File: src/rtl/trap_sequencer_pkg.sv
// Shared definitions for the trap sequencer: CSR op encodings, cause codes,
// FSM states and the priority-select result type.
package trap_sequencer_pkg;

  localparam logic [2:0] OP_EXCEPTION = 3'b000;
  localparam logic [2:0] OP_MRET      = 3'b001;
  localparam logic [2:0] OP_CSRRW     = 3'b010;
  localparam logic [2:0] OP_CSRRS     = 3'b011;
  localparam logic [2:0] OP_CSRRC     = 3'b100;

  // Interrupt causes carry the interrupt flag in bit 4
  localparam logic [4:0] CAUSE_EXT_INT = 5'b11011;
  localparam logic [4:0] CAUSE_SW_INT  = 5'b10011;

  localparam logic [3:0] EXC_INSTR_MISALIGNED = 4'd0;
  localparam logic [3:0] EXC_INSTR_FAULT      = 4'd1;
  localparam logic [3:0] EXC_ILLEGAL_INSTR    = 4'd2;
  localparam logic [3:0] EXC_BREAKPOINT       = 4'd3;
  localparam logic [3:0] EXC_LOAD_MISALIGNED  = 4'd4;
  localparam logic [3:0] EXC_LOAD_FAULT       = 4'd5;
  localparam logic [3:0] EXC_STORE_MISALIGNED = 4'd6;
  localparam logic [3:0] EXC_STORE_FAULT      = 4'd7;
  localparam logic [3:0] EXC_ECALL_U          = 4'd8;
  localparam logic [3:0] EXC_ECALL_S          = 4'd9;
  localparam logic [3:0] EXC_ECALL_H          = 4'd10;
  localparam logic [3:0] EXC_ECALL_M          = 4'd11;

  typedef enum logic [1:0] {
    ST_IDLE,
    ST_ISSUE,
    ST_WAIT,
    ST_DONE
  } state_t;

  typedef struct packed {
    logic       take;
    logic [2:0] op;
    logic [4:0] cause;
  } trap_sel_t;

endpackage

File: src/rtl/trap_sequencer.sv
// Prioritises exception / interrupt / MRET at an instruction boundary, runs the
// CSR block handshake and returns the redirect PC to the core.
module trap_sequencer
  import trap_sequencer_pkg::*;
#(
  parameter logic [4:0] EXT_INT_CAUSE = CAUSE_EXT_INT,
  parameter logic [4:0] SW_INT_CAUSE  = CAUSE_SW_INT
) (
  input  logic        clk,
  input  logic        reset_n,
  input  logic        req_valid,
  output logic        req_ready,
  input  logic        req_exc,
  input  logic [3:0]  req_exc_code,
  input  logic        req_mret,
  input  logic [31:0] req_pc,
  input  logic        ext_int_pending,
  input  logic        sw_int_pending,
  output logic        csr_available,
  output logic [2:0]  csr_op,
  output logic [11:0] csr_addr_exception,
  output logic [31:0] csr_write_value,
  input  logic [31:0] csr_read_value,
  input  logic        csr_busy,
  input  logic        csr_fault,
  output logic        resp_valid,
  output logic        resp_trap,
  output logic [31:0] resp_pc,
  output logic        trap_error
);

  state_t      r_state, w_state_next;
  logic        r_req_ready, w_req_ready;
  logic        r_csr_available, w_csr_available;
  logic [2:0]  r_csr_op, w_csr_op;
  logic [4:0]  r_cause, w_cause;
  logic [31:0] r_csr_write_value, w_csr_write_value;
  logic        r_resp_valid, w_resp_valid;
  logic        r_resp_trap, w_resp_trap;
  logic [31:0] r_resp_pc, w_resp_pc;
  logic        r_trap_error, w_trap_error;
  logic        w_accept;
  trap_sel_t   w_sel;

  // Exception beats interrupts, external beats software, interrupts beat MRET
  function automatic trap_sel_t select_trap(input logic       exc,
                                            input logic [3:0] code,
                                            input logic       ext,
                                            input logic       sw,
                                            input logic       mret);
    trap_sel_t sel;
    sel.take  = 1'b1;
    sel.op    = OP_EXCEPTION;
    sel.cause = 5'd0;
    if (exc)       sel.cause = {1'b0, code};
    else if (ext)  sel.cause = EXT_INT_CAUSE;
    else if (sw)   sel.cause = SW_INT_CAUSE;
    else if (mret) sel.op    = OP_MRET;
    else           sel.take  = 1'b0;
    return sel;
  endfunction

  assign w_accept = req_valid & r_req_ready;
  assign w_sel    = select_trap(req_exc, req_exc_code, ext_int_pending,
                                sw_int_pending, req_mret);

  always_comb begin
    w_state_next      = r_state;
    w_csr_available   = r_csr_available;
    w_csr_op          = r_csr_op;
    w_cause           = r_cause;
    w_csr_write_value = r_csr_write_value;
    w_resp_valid      = 1'b0;
    w_resp_trap       = r_resp_trap;
    w_resp_pc         = r_resp_pc;
    w_trap_error      = r_trap_error;
    case (r_state)
      ST_IDLE: begin
        if (w_accept) begin
          if (w_sel.take) begin
            w_csr_op          = w_sel.op;
            w_cause           = w_sel.cause;
            w_csr_write_value = req_pc;
            w_csr_available   = 1'b1;
            w_state_next      = ST_ISSUE;
          end else begin
            w_resp_trap  = 1'b0;
            w_resp_pc    = req_pc;
            w_resp_valid = 1'b1;
            w_state_next = ST_DONE;
          end
        end
      end
      ST_ISSUE: begin
        if (csr_busy) w_state_next = ST_WAIT;
      end
      ST_WAIT: begin
        if (!csr_busy) begin
          w_resp_pc       = csr_read_value;
          w_resp_trap     = 1'b1;
          w_trap_error    = r_trap_error | csr_fault;
          w_csr_available = 1'b0;
          w_resp_valid    = 1'b1;
          w_state_next    = ST_DONE;
        end
      end
      ST_DONE: begin
        w_state_next = ST_IDLE;
      end
      default: begin
        w_state_next    = ST_IDLE;
        w_csr_available = 1'b0;
      end
    endcase
    w_req_ready = (w_state_next == ST_IDLE);
  end

  always_ff @(posedge clk or negedge reset_n) begin
    if (!reset_n) begin
      r_state           <= ST_IDLE;
      r_req_ready       <= 1'b1;
      r_csr_available   <= 1'b0;
      r_csr_op          <= 3'd0;
      r_cause           <= 5'd0;
      r_csr_write_value <= 32'd0;
      r_resp_valid      <= 1'b0;
      r_resp_trap       <= 1'b0;
      r_resp_pc         <= 32'd0;
      r_trap_error      <= 1'b0;
    end else begin
      r_state           <= w_state_next;
      r_req_ready       <= w_req_ready;
      r_csr_available   <= w_csr_available;
      r_csr_op          <= w_csr_op;
      r_cause           <= w_cause;
      r_csr_write_value <= w_csr_write_value;
      r_resp_valid      <= w_resp_valid;
      r_resp_trap       <= w_resp_trap;
      r_resp_pc         <= w_resp_pc;
      r_trap_error      <= w_trap_error;
    end
  end

  assign req_ready          = r_req_ready;
  assign csr_available      = r_csr_available;
  assign csr_op             = r_csr_op;
  assign csr_addr_exception = {7'd0, r_cause};
  assign csr_write_value    = r_csr_write_value;
  assign resp_valid         = r_resp_valid;
  assign resp_trap          = r_resp_trap;
  assign resp_pc            = r_resp_pc;
  assign trap_error         = r_trap_error;

endmodule
File: config.mk
export PLATFORM = sky130hd
export DESIGN_NAME = trap_sequencer
export DESIGN_NICKNAME = d
export VERILOG_FILES = /design/src/rtl/trap_sequencer_pkg.sv /design/src/rtl/trap_sequencer.sv
export SDC_FILE = /design/constraint.sdc
export NUM_CORES = 1
export LEC_CHECK = 0
export BUFFER_PORTS_ARGS = -buffer_cell sky130_fd_sc_hd__buf_2
export CORE_ASPECT_RATIO = 0.9
export CORE_UTILIZATION = 25
export DETAILED_ROUTE_END_ITERATION = 16
export PLACE_DENSITY = 0.53
export SYNTH_ARGS = -nofsm -noshare
export SYNTH_HDL_FRONTEND = slang
export SYNTH_SLANG_ARGS = --single-unit
File: constraint.sdc
create_clock -name clk -period 4.1 [get_ports clk]
set_input_delay 0.205 -clock clk [delete_from_list [all_inputs] [get_ports clk]]
set_output_delay 0.205 -clock clk [all_outputs]
set_load 0.005 [all_outputs]
==> results.rst <==
.. list-table::
   :header-rows: 1

   * - Metric
     - Value
   * - Result of the run
     - finished with violations
   * - Failing checks
     - DRC
   * - Die outline height
     - 113 um
   * - Top Ports
     - 161
   * - Tcrit/Tclk final
     - 0.572
   * - Area of the multi-input gates
     - 1350 um2
   * - Full die area
     - 14000 um2
   * - Count of max-cap constraint violations
     - 0
   * - Maximum fanout along the worst path
     - 33
   * - Worst vdd rail ir drop
     - 292 uV
   * - First-pass GRT wire length
     - 12500 um
   * - Post-synthesis cell count
     - 232
   * - Via density per instance
     - 4.33
   * - Areal power density over the cells
     - 733 nW/um2
   * - Place WS
     - 1.50 ns
   * - First-pass detailed-route iteration total
     - 10
   * - DR vias
     - 2400
   * - WHS
     - 0.0333 ns
   * - Yosys cell types
     - 26
   * - Insertion delay to the later sink of the worst-skew pair
     - 0.34 ns
   * - Antenna violations before repair
     - 0
   * - Number of antenna repair diodes
     - 0
   * - WL/cell
     - 13.7 um
   * - Chip width
     - 125 um
   * - Sequential cell area
     - 1930 um2
   * - Max frequency
     - 426 MHz
   * - Synth warn
     - 0
   * - Synthesis-stage register bit count
     - 77
   * - Cell count after placement
     - 539
   * - Endpoint required time on the critical path
     - 4.32 ns
   * - Reg clk slew, reported paths
     - 0.06 ns
   * - Placed wire-length estimate after detailed placement
     - 5200 um
   * - Time the worst path needs with I/O delays and setup
     - 2.35 ns
   * - Endpoint of the lowest-slack register-to-register path
     - resp_pc[16]$_DFFE_PN0P_
   * - Cts-stage hold buffer count
     - 0
   * - Setup slack on the worst flop-to-flop path
     - 1.75 ns
   * - Root buf cell
     - clkbuf_16
   * - Worst slew margin
     - 0.230
   * - Pin count of the biggest net entering global routing
     - 78
   * - Clock Tree Buf Depth
     - 2
   * - Number of DRC markers in iteration 0
     - 77
   * - Overall routed net length
     - 7590 um
   * - Filler cell count in the final layout
     - 1334
   * - Total track usage
     - 0.115
   * - PnR Total Power
     - 3.31 mW
   * - Number of rows created at floorplan
     - 40
   * - Global placement routability congestion
     - 0.738
   * - Post-CTS Setup Inserts
     - 0
   * - # clock sinks
     - 77
   * - Total setup violations reported at the end of the flow
     - 0
   * - Number of cell instances on the worst register-to-register path
     - 3
   * - RSZ-0062 raised after global routing
     - false
   * - Final count of hold timing violations
     - 0
   * - Area Growth Syn to Fin
     - 33.1%
   * - Count of nets after finishing
     - 459
   * - Residual antenna-violating net count after detailed routing
     - 0
   * - Synthesized area per cell
     - 14.6 um2
   * - Layout cells sized above 1
     - 0.684
   * - Worst setup slack after layout
     - 1.75 ns
   * - Crit path launch type
     - register
   * - Final sum of negative setup slack
     - 0 ns
   * - Type of element capturing the critical path
     - register
   * - DRC violation count after routing
     - 21
   * - Max-slew violation count
     - 0
   * - Leakage
     - 2.14 nW
   * - Final Skew
     - 0.00436 ns
   * - Actual slew at the worst max-slew pin
     - 1.16 ns
   * - Sequential-to-total area share from yosys stat
     - 0.568
   * - Vias in the first global route
     - 2471
   * - Core ar.
     - 13300 um2
   * - Worst Hold Class
     - primary input to async pin
   * - CTS tree
     - yes
   * - Buffers added on ports
     - 151
   * - TritonCTS buffer count
     - 9
   * - Leftover overflow at the end of global routing
     - 0
   * - Effective utilization at floorplan
     - 0.255
   * - Cell area after synthesis
     - 3390 um2
   * - Reg-to-Reg Start
     - req_ready$_DFF_PN1_
   * - Maximum level of the CTS H-tree
     - 3
   * - CTS resizes
     - 0
   * - Endpoint arrival time on the critical path
     - 2.57 ns
   * - Final non-filler cell total
     - 554
   * - Category of the critical setup timing path
     - register to register
[metal layers]
metal  wire [um]  global-route usage
met5           0                   0
met4         135              0.0494
met3         562              0.0458
met2        3640               0.187
met1        3250               0.136
[area by class of cell]
| cell class | count | share of cell area |
|---|---|---|
| multi-input cells | 141 | 0.299 |
| clock inverters | 2 | 0.00222 |
| flip-flops and latches | 77 | 0.427 |
| repair buffers | 152 | 0.169 |
| clock buffers | 13 | 0.0554 |
| inverters | 1 | 0.000831 |
| well taps | 168 | 0.0465 |
[registers in the layout, indices dropped and copies added (netlist names)]
name and count:
csr_write_value 32, resp_pc 32, r_cause 5, r_state 2, csr_available 1, csr_op 1, req_ready 1, resp_trap 1
resp_valid 1, trap_error 1
[where the power goes]
part	internal, mW	switching, mW	total, mW
clock network	0.422	0.298	0.720
registers	1.15	0.185	1.33
logic	0.745	0.513	1.26
[per-stage QoR]
stage / util / area [um2]
after floorplan: - / 3420
after global placement: 0.320 / 4260
after detailed placement: 0.320 / 4260
after CTS: 0.339 / 4520
after global routing: 0.339 / 4520
final: 0.339 / 4520
[critical path: stages (launching register included)]
cell and delay [ns]:
dfstp_2 0.53, nand4bb_1 0.31, o22ai_4 0.95, mux2_2 0.42
[Yosys cell counts (all sizes together)]
library cell / number / area share
a21o: 2 / 0.0044
nand4bb: 1 / 0.0033
a22o: 2 / 0.0052
dfrtp: 76 / 0.56
nor4bb: 1 / 0.0029
nor2: 6 / 0.0066
inv: 1 / 0.0011
nand2b: 3 / 0.0055
o22ai: 1 / 0.0059
or4: 1 / 0.0022
nor3: 3 / 0.0044
buf: 18 / 0.041
nand2: 1 / 0.0018
dfstp: 1 / 0.0077
mux2i: 1 / 0.0029
conb: 1 / 0.0011
nand3: 1 / 0.0015
nor2b: 2 / 0.0037
a21oi: 5 / 0.0074
mux2: 96 / 0.32
o21ai: 5 / 0.0074
and2: 1 / 0.0018
clkbuf: 3 / 0.0033
[logic make-up (layout without fill, tap and decap cells)]
group	Yosys count	count (layout)	share of synthesized area
multiplexers	97	97	0.322
flip-flops	77	77	0.568
AO/OA/AOI/OAI	15	15	0.0302
other	1	9	0.00111
buffers and inverters	22	168	0.0450
AND/OR/NAND/NOR	20	20	0.0339
[worst max-delay path by stage]
stage                                     from                 endpoint  cells past startpoint
after global routing      r_state[0]$_DFF_PN0_  resp_pc[31]$_DFFE_PN0P_                      3
after global placement                 req_exc  resp_pc[16]$_DFFE_PN0P_                      4
after detailed placement               req_exc  resp_pc[31]$_DFFE_PN0P_                      4
after CTS                  req_ready$_DFF_PN1_  resp_pc[31]$_DFFE_PN0P_                      3
final                      req_ready$_DFF_PN1_  resp_pc[16]$_DFFE_PN0P_                      3
after floorplan           r_state[1]$_DFF_PN0_  resp_pc[10]$_DFFE_PN0P_                      5
[cells in the final DEF, fill, tap and decap left out, types with 2 or more instances in the layout]
cell and count:
a22o_1 2, a21oi_1 5, clkinv_2 2, nand2b_1 3, nor3_1 3, a21o_1 2, buf_2 150, clkbuf_1 3
buf_4 2, dfrtp_1 76, o21ai_0 5, conb_1 9, clkbuf_16 9, nor2_1 6, mux2_2 96
Power figures use the tool's default switching activity.
